**config.mk**
```make
export PLATFORM = sky130hd
export DESIGN_NAME = gb_csr_responder
export DESIGN_NICKNAME = d
export VERILOG_FILES = /design/src/rtl/gb_csr_responder.sv
export SDC_FILE = /design/constraint.sdc
export NUM_CORES = 1
export LEC_CHECK = 0
export ABC_CLOCK_PERIOD_IN_PS = 5370
export BUFFER_PORTS_ARGS = -buffer_cell sky130_fd_sc_hd__buf_2
export CAP_MARGIN = 10
export CORE_ASPECT_RATIO = 0.5
export CORE_MARGIN = 4
export CORE_UTILIZATION = 55
export CTS_BUF_LIST = sky130_fd_sc_hd__clkbuf_4 sky130_fd_sc_hd__clkbuf_8
export DETAILED_ROUTE_END_ITERATION = 16
export HOLD_SLACK_MARGIN = 0.05
export PLACE_DENSITY = 0.88
export SKIP_CTS_REPAIR_TIMING = 1
export SYNTH_ARGS = -nofsm -noshare
export SYNTH_HDL_FRONTEND = slang
export SYNTH_SLANG_ARGS = --single-unit
```
**constraint.sdc**
```tcl
create_clock -name gb_clk -period 5.37 [get_ports gb_clk]
set_input_delay 1.074 -clock gb_clk [delete_from_list [all_inputs] [get_ports gb_clk]]
set_output_delay 1.074 -clock gb_clk [all_outputs]
set_load 0.05 [all_outputs]
```
**src/rtl/gb_csr_responder.sv**
```systemverilog
// Ghostbus leaf responder: CTRL/WCOUNT/RCOUNT registers plus an optional 8-byte RAM window.
// Define GB_CSR_RESPONDER_RAM_EN to build the RAM at offsets 0x8..0xF; otherwise those offsets are reserved.
module gb_csr_responder #(
    parameter int              AW         = 24,
    parameter int              DW         = 32,
    parameter logic [AW-1:0]   BASE       = 24'h000040,
    parameter int              READ_DELAY = 3
) (
    input  logic          gb_clk,
    input  logic          gb_rst_n,
    input  logic [AW-1:0] gb_addr,
    input  logic [DW-1:0] gb_wdata,
    input  logic          gb_wen,
    input  logic          gb_rstb,
    output logic [DW-1:0] gb_rdata,
    output logic          gb_rvalid,
    output logic [7:0]    ctrl_out
);

    logic        hit;
    logic [3:0]  off;
    logic        wr_hit;
    logic        rd_hit;
    logic [15:0] wcount;
    logic [15:0] rcount;
    logic [15:0] rd_val;
    logic        unused_wdata;

    logic [READ_DELAY-1:0] pipe_v;
    logic [READ_DELAY-1:0] pipe_h;
    logic [DW-1:0]         pipe_d [READ_DELAY];

    assign hit          = (gb_addr[AW-1:4] == BASE[AW-1:4]);
    assign off          = gb_addr[3:0];
    assign wr_hit       = gb_wen & hit;
    assign rd_hit       = gb_rstb & hit;
    assign unused_wdata = ^gb_wdata[DW-1:8];

`ifdef GB_CSR_RESPONDER_RAM_EN
    logic [7:0] ram [8];

    always_ff @(posedge gb_clk or negedge gb_rst_n) begin
        if (!gb_rst_n) begin
            for (int i = 0; i < 8; i++) ram[i] <= 8'h00;
        end else if (wr_hit && off[3]) begin
            ram[off[2:0]] <= gb_wdata[7:0];
        end
    end
`endif

    // Read word is taken from current (pre-write) state, so a same-cycle write is not visible.
    always_comb begin
        rd_val = '0;
        if (hit) begin
            case (off)
                4'h0:    rd_val = {8'h00, ctrl_out};
                4'h1:    rd_val = wcount;
                4'h2:    rd_val = rcount;
                default: begin
`ifdef GB_CSR_RESPONDER_RAM_EN
                    if (off[3]) rd_val = {8'h00, ram[off[2:0]]};
`endif
                end
            endcase
        end
    end

    always_ff @(posedge gb_clk or negedge gb_rst_n) begin
        if (!gb_rst_n) begin
            ctrl_out <= 8'h00;
        end else if (wr_hit && off == 4'h0) begin
            ctrl_out <= gb_wdata[7:0];
        end
    end

    // A write to a counter clears it and wins over any same-cycle increment.
    always_ff @(posedge gb_clk or negedge gb_rst_n) begin
        if (!gb_rst_n) begin
            wcount <= 16'h0000;
            rcount <= 16'h0000;
        end else begin
            if (wr_hit && off == 4'h1)
                wcount <= 16'h0000;
            else if (wr_hit && wcount != 16'hFFFF)
                wcount <= wcount + 16'h0001;

            if (wr_hit && off == 4'h2)
                rcount <= 16'h0000;
            else if (rd_hit && rcount != 16'hFFFF)
                rcount <= rcount + 16'h0001;
        end
    end

    always_ff @(posedge gb_clk or negedge gb_rst_n) begin
        if (!gb_rst_n) begin
            pipe_v    <= '0;
            pipe_h    <= '0;
            for (int i = 0; i < READ_DELAY; i++) pipe_d[i] <= '0;
            gb_rvalid <= 1'b0;
            gb_rdata  <= '0;
        end else begin
            pipe_v[0] <= gb_rstb;
            pipe_h[0] <= rd_hit;
            pipe_d[0] <= DW'(rd_val);
            for (int i = 1; i < READ_DELAY; i++) begin
                pipe_v[i] <= pipe_v[i-1];
                pipe_h[i] <= pipe_h[i-1];
                pipe_d[i] <= pipe_d[i-1];
            end
            gb_rvalid <= pipe_v[READ_DELAY-1] & pipe_h[READ_DELAY-1];
            // Misses carry zero data, so a completed miss read drives 0.
            if (pipe_v[READ_DELAY-1]) gb_rdata <= pipe_d[READ_DELAY-1];
        end
    end

endmodule

```
# ---- After elaboration in Yosys (flattened, before gate mapping)
# Cells that the tools add are included.
dict set report word_totals {
  ff_bits 111
  latchBits 0
  ramBits 0
  mem_bits_ro 0
  input_bits 60
  output_inout_bits 41
  word_cells 34
  mem_count 0
}
dict set report op_classes {
  addsub 2
  n_mul 0
  div_mod_pow 0
  order_cmp 0
  n_eq_ne 5
  n_shift 0
  n_mux 6
  bitwise_logic 3
  n_reduce_logical 8
}
# operator n
set op_table {}
lappend op_table {{$mux 16} 5}
lappend op_table {{$pmux 16 s3} 1}
lappend op_table {{$add 16x1->16 const B} 2}
lappend op_table {{$ne 16x16->1 const B} 2}
lappend op_table {{$eq 20x3->1 const B} 1}
lappend op_table {{$logic_and 1x1->1} 5}
lappend op_table {{$eq 4x1->1 const B} 1}
lappend op_table {{$eq 4x2->1 const B} 1}
lappend op_table {{$logic_not 4->1} 1}
lappend op_table {{$reduce_bool 2->1} 2}
lappend op_table {{$and 1x1->1} 3}

# ---- Longest topological paths before layout
dict set report logic_depth {
  ltp_word 5
  ltp_mapped 8
  mapped_depth_nobuf 6
}

# ---- Worst setup path before layout
# Ideal clock, no wire load.
dict set report synth_path {
  path_kind {input port to flip-flop}
  from {in gb_addr[14]}
  to {reg wcount[11]}
  setup_ns 0.092
  arrival_time_ns 2.498
  required_time_ns 5.278
  slack_ns 2.780
  path_stages 6
  path_cell_list {nor4_2 and3_1 buf_4 nand4_4 or4_4 o31ai_2}
}
dict set report synth_via {
  elab_chain_len 4
}
# element line_no
set synth_lines {}
lappend synth_lines {{start, declared} 11} ;# input logic [AW-1:0] gb_addr,
lappend synth_lines {{$eq 20x3->1 (*)} 33} ;# assign hit = (gb_addr[AW-1:4] == BASE[AW-1:4]);
lappend synth_lines {{$and 1x1->1 (*)} 35} ;# assign wr_hit = gb_wen & hit;
lappend synth_lines {{$logic_and 1x1->1 (on tied branches)} {82, 84}}
lappend synth_lines {{$mux 16 / $reduce_bool 2->1 (equally long branches)} --}
lappend synth_lines {{end signal, assigned} 85} ;# wcount <= wcount + 16'h0001;
lappend synth_lines {{end, declared} 24} ;# logic [15:0] wcount;
# Mark *: on every way between the ends. The rest lies on a longest branch, timed or not.
# A chain may end at the register's enable or synchronous reset.

# ---- Worst setup path in the final report
dict set report layout_path {
  from {in gb_addr[9]}
  to {reg rcount[11]}
}
dict set report layout_via {
  elab_chain_len 4
}
# element line_no
set layout_lines {}
lappend layout_lines {{$eq 20x3->1 (*)} 33}
lappend layout_lines {{$and 1x1->1 (on tied branches)} {35, 36}}
lappend layout_lines {{$logic_and 1x1->1 (on tied branches)} {87, 89}}
lappend layout_lines {{$mux 16 / $reduce_bool 2->1 (equally long branches)} --}
lappend layout_lines {{end signal, assigned} 90} ;# rcount <= rcount + 16'h0001;
lappend layout_lines {{end, declared} 25} ;# logic [15:0] rcount;
# Marked as above.

==> out/results.txt <==
Final hold slack -> 0.355 ns
Clock latency on the worst-skew pair -> 0.37 ns
Num CTS Buffers -> 9
Worst slack, placed -> 1.92 ns
Crit-path max FO -> 28
Synth cell types -> 53
Clock sinks -> 111
Hold_sp -> pipe_h[1]
Flops & latches, synth -> 111
R2R Path Start -> rcount[0]
Synth Instances -> 418
Worst R2R Setup Slack -> 3.23 ns
Clock Pin Slew Worst Setup and Hold Paths -> 0.10 ns
H-tree Lvls -> 3
Critical path class -> in2reg
Post-synth top flop -> dfrtp_1
Starting Density -> 0.583
Final TNS setup -> 0 ns
Post-synth top area share -> 0.576
Post-synth EDFFs -> 0
Die area -> 10,400 µm²
Endpoint type of the worst setup path -> flop
Max-Cap Viols -> 0
Total Routed Length -> 9600 µm
Core region area -> 8260 µm²
Clock Skew -> 0.0107 ns
# fillers -> 634
Mean area per synthesized cell -> 11.5 µm²
Critical Path RT -> 5.68 ns
Area growth syn-to-layout -> 10.5%
# DRC -> 0
Vias/cell -> 5.86
Routability-driven placement congestion ratio -> 0.892
CTS root buf -> clkbuf_8
Worst hold endpoint -> pipe_h[2]
I/O pin count -> 101
Vias in the first global route -> 3,187
Avg WL per Cell -> 16.3 µm
Setup violators final -> 0
Row cnt -> 23
FMAX -> 0.322 GHz
Final ANT Viol Nets -> 0
Hold path depth -> 0
R2R depth -> 6
Outcome -> completed
Final hold violations -> 0
Setup ws final -> 2.26 ns
Clock buffer depth -> 2
Fin nets -> 534
Power density cells -> 259 nW/µm²
Cell leakage power -> 2.52 nW
DP Wirelength -> 6790 µm
Slew headroom -> 0.392
Ant diodes -> 0
DP Cell Count -> 573
R2r endpoint -> rcount[0]
Worst-margin pin slew -> 0.912 ns
Area leader, netlist -> dfrtp_1
Seq/Total Area, Yosys -> 0.576
Largest net degree at the start of global routing -> 76
Synth warnings -> 0
Max Slew Vio Count -> 0
Synth cell count leaders -> dfrtp_1 (111), nor2_1 (34), mux2_2 (33)
CTS tree -> yes
DIE HEIGHT -> 74.2 µm
CP Data Arrival Time -> 3.42 ns
Ranking of synthesized cells by area -> dfrtp_1 (58%), mux2_2 (7.7%), buf_4 (2.6%)
Cell with the most instances after synthesis -> dfrtp_1
Pre-Repair DR Iteration Count -> 5
# port buffers -> 60
Worst Hold Class -> reg2reg
Overflow after GRT -> 0
First-pass GRT wire length -> 15,800 µm
Min Tclk post-route -> 3.11 ns
Storage element area -> 2780 µm²
DR vias -> 3,450
Final worst-path cycle share -> 0.579
1st-iter DRT viols -> 306
RSZ-0062 raised after global routing -> no
Chip Width -> 140 µm
Layout Cells excl Fill -> 589
CP startpoint kind -> primary input
Share of async-settable or async-resettable flops after synthesis -> 1.00
Worst ir drop on vdd -> 0.000120 V
Tot GR Track Use -> 0.194
Cell Area, Synth -> 4820 µm²
Layout cells sized above 1 -> 0.268
Initial antenna violation count -> 0
Area of the multi-input gates -> 1890 µm²
-- final cells by class --
type,count,share of cell area
sequential,111,0.522
timing repair buffer,62,0.0597
clock inverter,5,0.00729
multi-input combinational,284,0.355
clock buffer,11,0.0273
tap,112,0.0263
inverter,4,0.00282
-- kinds of logic after synthesis --
logic type                 count (synthesis)  share of synthesized area
and+or+nand+nor                          136                      0.163
DFF                                      111                      0.576
AOI/OAI and AO/OA                         96                      0.131
buffers and inverters                     38                     0.0449
muxes                                     34                     0.0792
adders and majority gates                  2                    0.00519
other                                      1                   0.000778
-- worst max-delay path, stage by stage --
cell,delay (ns)
buf_2,0.10
nor4b_2,0.36
and2_0,0.44
nand2_1,0.65
or4b_1,0.70
nand3_1,0.09
-- per-layer routing --
metal / part of all wire / GRT usage / wire length, µm
met1: 0.46 / 0.283 / 4430
met2: 0.43 / 0.286 / 4080
met3: 0.10 / 0.0559 / 982
met4: 0.011 / 0.0569 / 106
met5: 0 / 0 / 0
-- per-stage QoR --
stage                util  total power (W)  cell area [µm²]
finish              0.645          0.00138             5320
global route        0.645          0.00143             5320
CTS                 0.645          0.00140             5320
detailed placement  0.622         0.000929             5140
global placement    0.622         0.000928             5140
floorplan               -         0.000902             4870
-- report_power, final --
| part | leakage, nW | switching, W | internal (W) | total, W |
|---|---|---|---|---|
| Combinational | 0.889 | 0.0000560 | 0.0000171 | 0.0000731 |
| Clock | 0.0990 | 0.000277 | 0.000191 | 0.000469 |
| Sequential | 1.53 | 0.00000240 | 0.000836 | 0.000839 |
-- how the worst max path moves through the flow --
stage                      from          to  depth (start not counted)
global placement     gb_addr[9]  rcount[11]                          6
global route         gb_addr[9]  rcount[11]                          6
CTS                  gb_addr[9]  rcount[11]                          6
detailed placement   gb_addr[9]  rcount[11]                          6
floorplan           gb_addr[14]  wcount[11]                          6
finish               gb_addr[9]  rcount[11]                          6
-- flip-flops by register name (all words and copies together) (netlist names) --
| signal | cells |
|---|---|
| pipe_d | 48 |
| gb_rvalid | 1 |
| pipe_h | 3 |
| pipe_v | 3 |
| gb_rdata | 16 |
| rcount | 16 |
| wcount | 16 |
| ctrl_out | 8 |
-- cell usage in the layout (no fill, tap or decap), types with 2 or more instances in the layout --
cell / count
and2_0: 3
clkbuf_8: 10
a22oi_1: 16
o21ai_0: 21
nor3_1: 4
o211ai_1: 4
a41oi_1: 2
and2_1: 4
mux2_2: 33
and3_1: 11
a21oi_1: 11
ha_1: 2
o21ai_1: 6
conb_1: 16
or3_1: 2
nor2_1: 34
buf_2: 59
nand2_1: 26
nor4b_4: 2
a31oi_1: 11
o31ai_1: 12
inv_1: 4
nand4_1: 5
dfrtp_1: 111
nand3_1: 22
clkinv_2: 2
or2_2: 3
a22o_1: 3
a221oi_1: 2
buf_4: 3
or4_1: 3
or4b_1: 2
nor4_2: 4
Note: power is estimated with default switching activity, not from simulation.
